**src/rtl/stopwatch_pkg.sv**
```systemverilog
// Shared types and constants for the stopwatch control block.
package stopwatch_pkg;

  localparam int MS_W  = 10;
  localparam int SEC_W = 6;

  localparam logic [MS_W-1:0]  MS_MAX  = 10'd999;
  localparam logic [SEC_W-1:0] SEC_MAX = 6'd59;

  typedef enum logic [1:0] {
    IDLE  = 2'd0,
    RUN   = 2'd1,
    PAUSE = 2'd2,
    LAP   = 2'd3
  } state_t;

endpackage

```
**src/rtl/edge_detect.sv**
```systemverilog
// 1-bit rising-edge detector: rise is high for the cycle in which din is 1
// and was 0 on the previous clock.
module edge_detect (
  input  logic clk,
  input  logic reset,
  input  logic din,
  output logic rise
);

  logic prev;

  // History register holding last cycle's level.
  always_ff @(posedge clk) begin
    // NOTE: state registers use non-blocking assignments so every flop samples pre-edge values.
    if (reset) prev <= 1'b0;
    else       prev <= din;
  end

  assign rise = din & ~prev;

endmodule

```
**src/rtl/stopwatch_ctrl.sv**
```systemverilog
// Stopwatch control FSM and min/sec/ms accumulator with lap-freeze display.
module stopwatch_ctrl
  import stopwatch_pkg::*;
#(
  parameter int MAX_MIN = 100,
  parameter int MIN_W   = 7
) (
  input  logic             clk,
  input  logic             reset,
  input  logic             btn_start,
  input  logic             btn_stop,
  input  logic             btn_clear,
  input  logic             btn_lap,
  input  logic             msclock,
  output logic             pg_start,
  output logic             pg_stop,
  output logic             pg_reset,
  output logic [MIN_W-1:0] disp_min,
  output logic [SEC_W-1:0] disp_sec,
  output logic [MS_W-1:0]  disp_ms,
  output logic             running,
  output logic             lap_frozen,
  output logic             ovf
);

  logic ev_start, ev_stop, ev_clear, ev_lap, ev_tick;

  edge_detect u_ed_start (.clk(clk), .reset(reset), .din(btn_start), .rise(ev_start));
  edge_detect u_ed_stop  (.clk(clk), .reset(reset), .din(btn_stop),  .rise(ev_stop));
  edge_detect u_ed_clear (.clk(clk), .reset(reset), .din(btn_clear), .rise(ev_clear));
  edge_detect u_ed_lap   (.clk(clk), .reset(reset), .din(btn_lap),   .rise(ev_lap));
  edge_detect u_ed_tick  (.clk(clk), .reset(reset), .din(msclock),   .rise(ev_tick));

  state_t             state_q, state_d;
  logic [MIN_W-1:0]   min_q, min_d, lap_min_q, lap_min_d;
  logic [SEC_W-1:0]   sec_q, sec_d, lap_sec_q, lap_sec_d;
  logic [MS_W-1:0]    ms_q,  ms_d,  lap_ms_q,  lap_ms_d;
  logic               ovf_q, ovf_d;
  logic               pg_start_q;
  logic               pg_stop_c, pg_reset_c;
  logic               counting, at_max, saturate;

  assign counting = (state_q == RUN) || (state_q == LAP);
  assign at_max   = (min_q == MIN_W'(MAX_MIN - 1)) && (sec_q == SEC_MAX) && (ms_q == MS_MAX);
  assign saturate = counting && ev_tick && at_max;

  // Next-state, counter update and pulse generation.
  always_comb begin
    // NOTE: every variable gets a default before any branch so no latch is inferred.
    state_d    = state_q;
    min_d      = min_q;
    sec_d      = sec_q;
    ms_d       = ms_q;
    lap_min_d  = lap_min_q;
    lap_sec_d  = lap_sec_q;
    lap_ms_d   = lap_ms_q;
    ovf_d      = ovf_q;
    pg_stop_c  = 1'b0;
    pg_reset_c = 1'b0;

    // Tick accumulation with ms->sec->min rollover; the saturating tick is dropped.
    if (counting && ev_tick && !at_max) begin
      if (ms_q == MS_MAX) begin
        ms_d = '0;
        if (sec_q == SEC_MAX) begin
          sec_d = '0;
          min_d = min_q + MIN_W'(1);
        end else begin
          sec_d = sec_q + SEC_W'(1);
        end
      end else begin
        ms_d = ms_q + MS_W'(1);
      end
    end

    case (state_q)
      IDLE: begin
        if (ev_start) begin
          state_d    = RUN;
          pg_reset_c = 1'b1;
        end
      end
      RUN, LAP: begin
        if (ev_clear) begin
          state_d    = IDLE;
          min_d      = '0;
          sec_d      = '0;
          ms_d       = '0;
          ovf_d      = 1'b0;
          pg_reset_c = 1'b1;
        end else if (ev_stop || saturate) begin
          state_d   = PAUSE;
          pg_stop_c = 1'b1;
          if (saturate) ovf_d = 1'b1;
        end else if (ev_lap) begin
          if (state_q == RUN) begin
            // Freeze the pre-tick counter values of this cycle.
            state_d   = LAP;
            lap_min_d = min_q;
            lap_sec_d = sec_q;
            lap_ms_d  = ms_q;
          end else begin
            state_d = RUN;
          end
        end
      end
      PAUSE: begin
        if (ev_clear) begin
          state_d    = IDLE;
          min_d      = '0;
          sec_d      = '0;
          ms_d       = '0;
          ovf_d      = 1'b0;
          pg_reset_c = 1'b1;
        end else if (ev_start && !ovf_q) begin
          state_d = RUN;
        end
      end
      default: state_d = IDLE;
    endcase
  end

  // State, counters, lap snapshot and registered generator enable.
  always_ff @(posedge clk) begin
    if (reset) begin
      state_q    <= IDLE;
      min_q      <= '0;
      sec_q      <= '0;
      ms_q       <= '0;
      lap_min_q  <= '0;
      lap_sec_q  <= '0;
      lap_ms_q   <= '0;
      ovf_q      <= 1'b0;
      pg_start_q <= 1'b0;
    end else begin
      state_q    <= state_d;
      min_q      <= min_d;
      sec_q      <= sec_d;
      ms_q       <= ms_d;
      lap_min_q  <= lap_min_d;
      lap_sec_q  <= lap_sec_d;
      lap_ms_q   <= lap_ms_d;
      ovf_q      <= ovf_d;
      pg_start_q <= (state_d == RUN) || (state_d == LAP);
    end
  end

  // Pulses are suppressed during reset so reset never emits stop/reset commands.
  assign pg_stop    = pg_stop_c  & ~reset;
  assign pg_reset   = pg_reset_c & ~reset;
  assign pg_start   = pg_start_q;
  assign running    = counting;
  assign lap_frozen = (state_q == LAP);
  assign ovf        = ovf_q;
  assign disp_min   = lap_frozen ? lap_min_q : min_q;
  assign disp_sec   = lap_frozen ? lap_sec_q : sec_q;
  assign disp_ms    = lap_frozen ? lap_ms_q  : ms_q;

endmodule

```
**config.mk**
```make
export PLATFORM = sky130hd
export DESIGN_NAME = stopwatch_ctrl
export DESIGN_NICKNAME = d
export VERILOG_FILES = /design/src/rtl/stopwatch_pkg.sv /design/src/rtl/edge_detect.sv /design/src/rtl/stopwatch_ctrl.sv
export SDC_FILE = /design/constraint.sdc
export NUM_CORES = 1
export LEC_CHECK = 0
export CORE_MARGIN = 2
export CORE_UTILIZATION = 40
export CTS_BUF_LIST = sky130_fd_sc_hd__clkbuf_8 sky130_fd_sc_hd__clkbuf_16
export CTS_CLUSTER_DIAMETER = 40
export DETAILED_ROUTE_END_ITERATION = 8
export PLACE_DENSITY = 0.61
export SLEW_MARGIN = 0
export SYNTH_ARGS = -nofsm -noshare
export SYNTH_HDL_FRONTEND = slang
export SYNTH_SLANG_ARGS = --single-unit
```
**constraint.sdc**
```tcl
create_clock -name clk -period 2.6 [get_ports clk]
set_clock_uncertainty 0.2 [all_clocks]
set_input_delay 0.39 -clock clk [delete_from_list [all_inputs] [get_ports clk]]
set_output_delay 0.39 -clock clk [all_outputs]
set_load 0.01 [all_outputs]
```
==> impl_metrics.yaml <==
worst_setup_path:
  cp-end-kind: "output port"
  path_cells: "or4b_4 > nor4_4 > a21boi_1 > nor2_1 > clkbuf_2"
  cpPeakStageDelay_ns: 0.57
  cp_max_fo: 4
  path_class: "flip-flop to output port"
  cp_slowest_cell: "or4b_4"
  crit_required_ns: 2.01
  arrival_ns: 1.91
  start_kind: "flip-flop"
detailed_routing:
  via_count: 2719
  wire_per_inst_um: 15.4
  drt_iter0_drc: 114
  avgViaCountPerCell: 5.33
  ant_nets: 0
  drc: 0
  routed_wl_mm: 7.85
  drt-pass1-iter-count: 4
timing:
  fmax_mhz: 401
  period_share: 0.960
  period_needed_ns: 2.50
  worst_pin_slew_ns: 0.444
  fin_ws_ns: 0.105
  setup-tns-final_ns: 0
  slew_viol_final: 0
  rsz0062_at_grt: "no"
  finalSetupViolCount: 0
  relSlewSlack: 0.696
  hold_viol: 0
yosys:
  yosys-top-cells-area: "dfxtp_1 36%, nand2b_1 11%, mux2i_1 9.2%, mux2_2 6.3%, nand2_1 3.1%"
  synth_cells: 338
  yosys_warnings: 0
  netlist_area_mm2: 0.00303
  ys_types: 54
  synth_seq_area_share: 0.357
  synthArstFlopShare: 0
  synth_common_cells: "54 x dfxtp_1, 52 x nand2b_1, 28 x mux2i_1"
  synth-edff-count: 0
  synth_ff_type: "dfxtp_1"
  synth_top_area_share: 0.357
  ys_ff_latch: 54
  syn_area_per_cell_um2: 8.97
  yosys.area.top_type: "dfxtp_1"
  yosysMostFrequentCell: "dfxtp_1"
  synth.net_count: 348
finish:
  syn2layout_area_growth_pct: 28.8
  antenna-diode-count: 0
  fin_nets: 421
  drive_gt1_frac: 0.202
  final_cells: 510
die:
  core_area_mm2: 0.00729
  die-width_um: 91.1
  dieArea_mm2: 0.00829
  placementRows: 31
  num_io_pins: 36
  initial_core_util: 0.416
  die_h_um: 91.1
placed_design:
  dp_hpwl_mm: 5.68
  pre_cts_ws_ns: -0.0680
  port_buffers: 35
  placed_cells: 501
  routabilityCongestion: 0.849
power:
  power_leakage_nw: 1.37
  powerDensity_mw_per_mm2: 365
  comb_power_share: 0.090
  intPower_mw: 1.08
  p_switching_mw: 0.342
  seqPwrFrac: 0.590
  report.power.total_mw: 1.42
  clkPwrFrac: 0.320
  peakVddDrop_mv: 0.212
  swShare: 0.240
flow_run:
  maxCapViolCount: 0
grt:
  grt_pass1_wl_mm: 13.3
  grt_use_total: 0.199
  grt_remaining_overflow: 0
  grt_antenna_before_repair: 0
  grt_max_degree: 25
  grt_pass1_vias: 2667
clocking:
  hold_buffers: 0
  clk_latency_ns: 0.31
  htreeDepth: 2
  cts.sinks: 54
  cts_inserted_buffers: 5
  cts_tree: "done"
  clock_path_buffers: 2
  cts_root_buffer: "clkbuf_8"
  clkSlewWorstSetupHoldPaths_ns: 0.09
run_status:
  status: "complete, no violations"
worst_hold_path:
  hold_path.class: "flip-flop to flip-flop"
layout make-up:
class / count / area [µm²]
clock buffers: 5 / 68.8
clock inverters: 2 / 11.3
fillers: 715 / 3390
inverters: 10 / 41.3
multi-input cells: 257 / 1850
flip-flops and latches: 54 / 1080
well taps: 99 / 124
repair buffers: 82 / 722
repair inverters: 1 / 7.51
power by group through the flow:
| stage | Sequential (mW) | Combinational [mW] | Clock [mW] |
|---|---|---|---|
| floorplan | 0.858 | 0.0707 | 0 |
| finish | 0.840 | 0.128 | 0.456 |
| global placement | 0.858 | 0.128 | 0 |
| global route | 0.842 | 0.139 | 0.509 |
| detailed placement | 0.858 | 0.128 | 0 |
| CTS | 0.840 | 0.128 | 0.475 |
final timing paths:
path | start | to | slack (ns) | cells after the start
max | min_q[3]$_SDFF_PP0_ | pg_stop | 0.10 | 5
max reg2reg | sec_q[0]$_SDFF_PP0_ | min_q[0]$_SDFF_PP0_ | 0.32 | 6
min reg2reg | lap_ms_q[6]$_SDFFE_PP0P_ | lap_ms_q[6]$_SDFFE_PP0P_ | 0.28 | 2
min | lap_ms_q[6]$_SDFFE_PP0P_ | lap_ms_q[6]$_SDFFE_PP0P_ | 0.28 | 2
critical path, delay by kind of cell (launching register included):
family / cells / cell delay (ns)
DFF: 1 / 0.32
AOI/OAI and AO/OA: 1 / 0.11
buffers and inverters: 1 / 0.15
and+or+nand+nor: 3 / 1.01
per-layer routing:
metal | up-vias | wire (µm) | track usage
li1 | 1369 | - | -
met1 | 1274 | 3680 | 0.275
met2 | 69 | 3680 | 0.325
met3 | 7 | 392 | 0.0274
met4 | 0 | 102 | 0.0530
met5 | - | 0 | 0
placed cells by master, fill, tap and decap left out, drive strengths merged, types with 2 or more instances in the layout:
cell type | synthesis | final
nand4b | 2 | 2
a2111oi | 2 | 2
o41ai | 3 | 3
or3b | 2 | 2
a211o | 2 | 2
dfxtp | 54 | 54
and2 | 2 | 2
clkbuf | 13 | 6
xnor2 | 4 | 4
or3 | 2 | 2
o31ai | 6 | 6
o21ai | 14 | 14
nor4 | 7 | 7
nand2 | 25 | 25
o311ai | 4 | 4
clkinvlp | 0 | 3
buf | 4 | 47
nor2 | 10 | 10
nand2b | 52 | 52
nor2b | 6 | 6
ha | 3 | 3
o211ai | 4 | 4
mux2 | 17 | 17
a21oi | 18 | 18
mux2i | 28 | 28
nor3 | 4 | 4
or4 | 5 | 5
nor4b | 2 | 2
inv | 10 | 10
nand4 | 7 | 7
clkdlybuf4s50 | 0 | 33
nand3 | 6 | 6
cell families after synthesis:
group,count (synthesis),share of synthesized area
compound gates,61,0.132
xor+xnor,5,0.0144
fa+ha+maj,3,0.0124
buf+inv,27,0.0392
flops,54,0.357
mux,45,0.156
simple gates,143,0.290
per-stage QoR:
| stage | utilization | hold slack (ns) | area [µm²] |
|---|---|---|---|
| floorplan | - | 0.246 | 3030 |
| global placement | 0.521 | 0.255 | 3800 |
| detailed placement | 0.521 | 0.267 | 3800 |
| CTS | 0.535 | 0.280 | 3900 |
| global route | 0.536 | 0.306 | 3910 |
| finish | 0.536 | 0.278 | 3910 |
flip-flops by register name, summed over array words and instances, names as in the netlist:
| name | count |
|---|---|
| lap_min_q | 7 |
| state_q | 2 |
| ms_q | 10 |
| lap_sec_q | 6 |
| ovf | 1 |
| u_ed_stop.prev | 1 |
| u_ed_start.prev | 1 |
| lap_ms_q | 10 |
| u_ed_clear.prev | 1 |
| min_q | 7 |
| sec_q | 6 |
| u_ed_lap.prev | 1 |
| u_ed_tick.prev | 1 |
timing repair:
action | CTS | global route
resized for setup | 7 | 3
pin swaps | 0 | 0
buffers inserted | 1 | 0
gates cloned | 1 | 0
endpoints found under the setup margin | 8 | 6
Note: power is estimated with default switching activity, not from simulation.
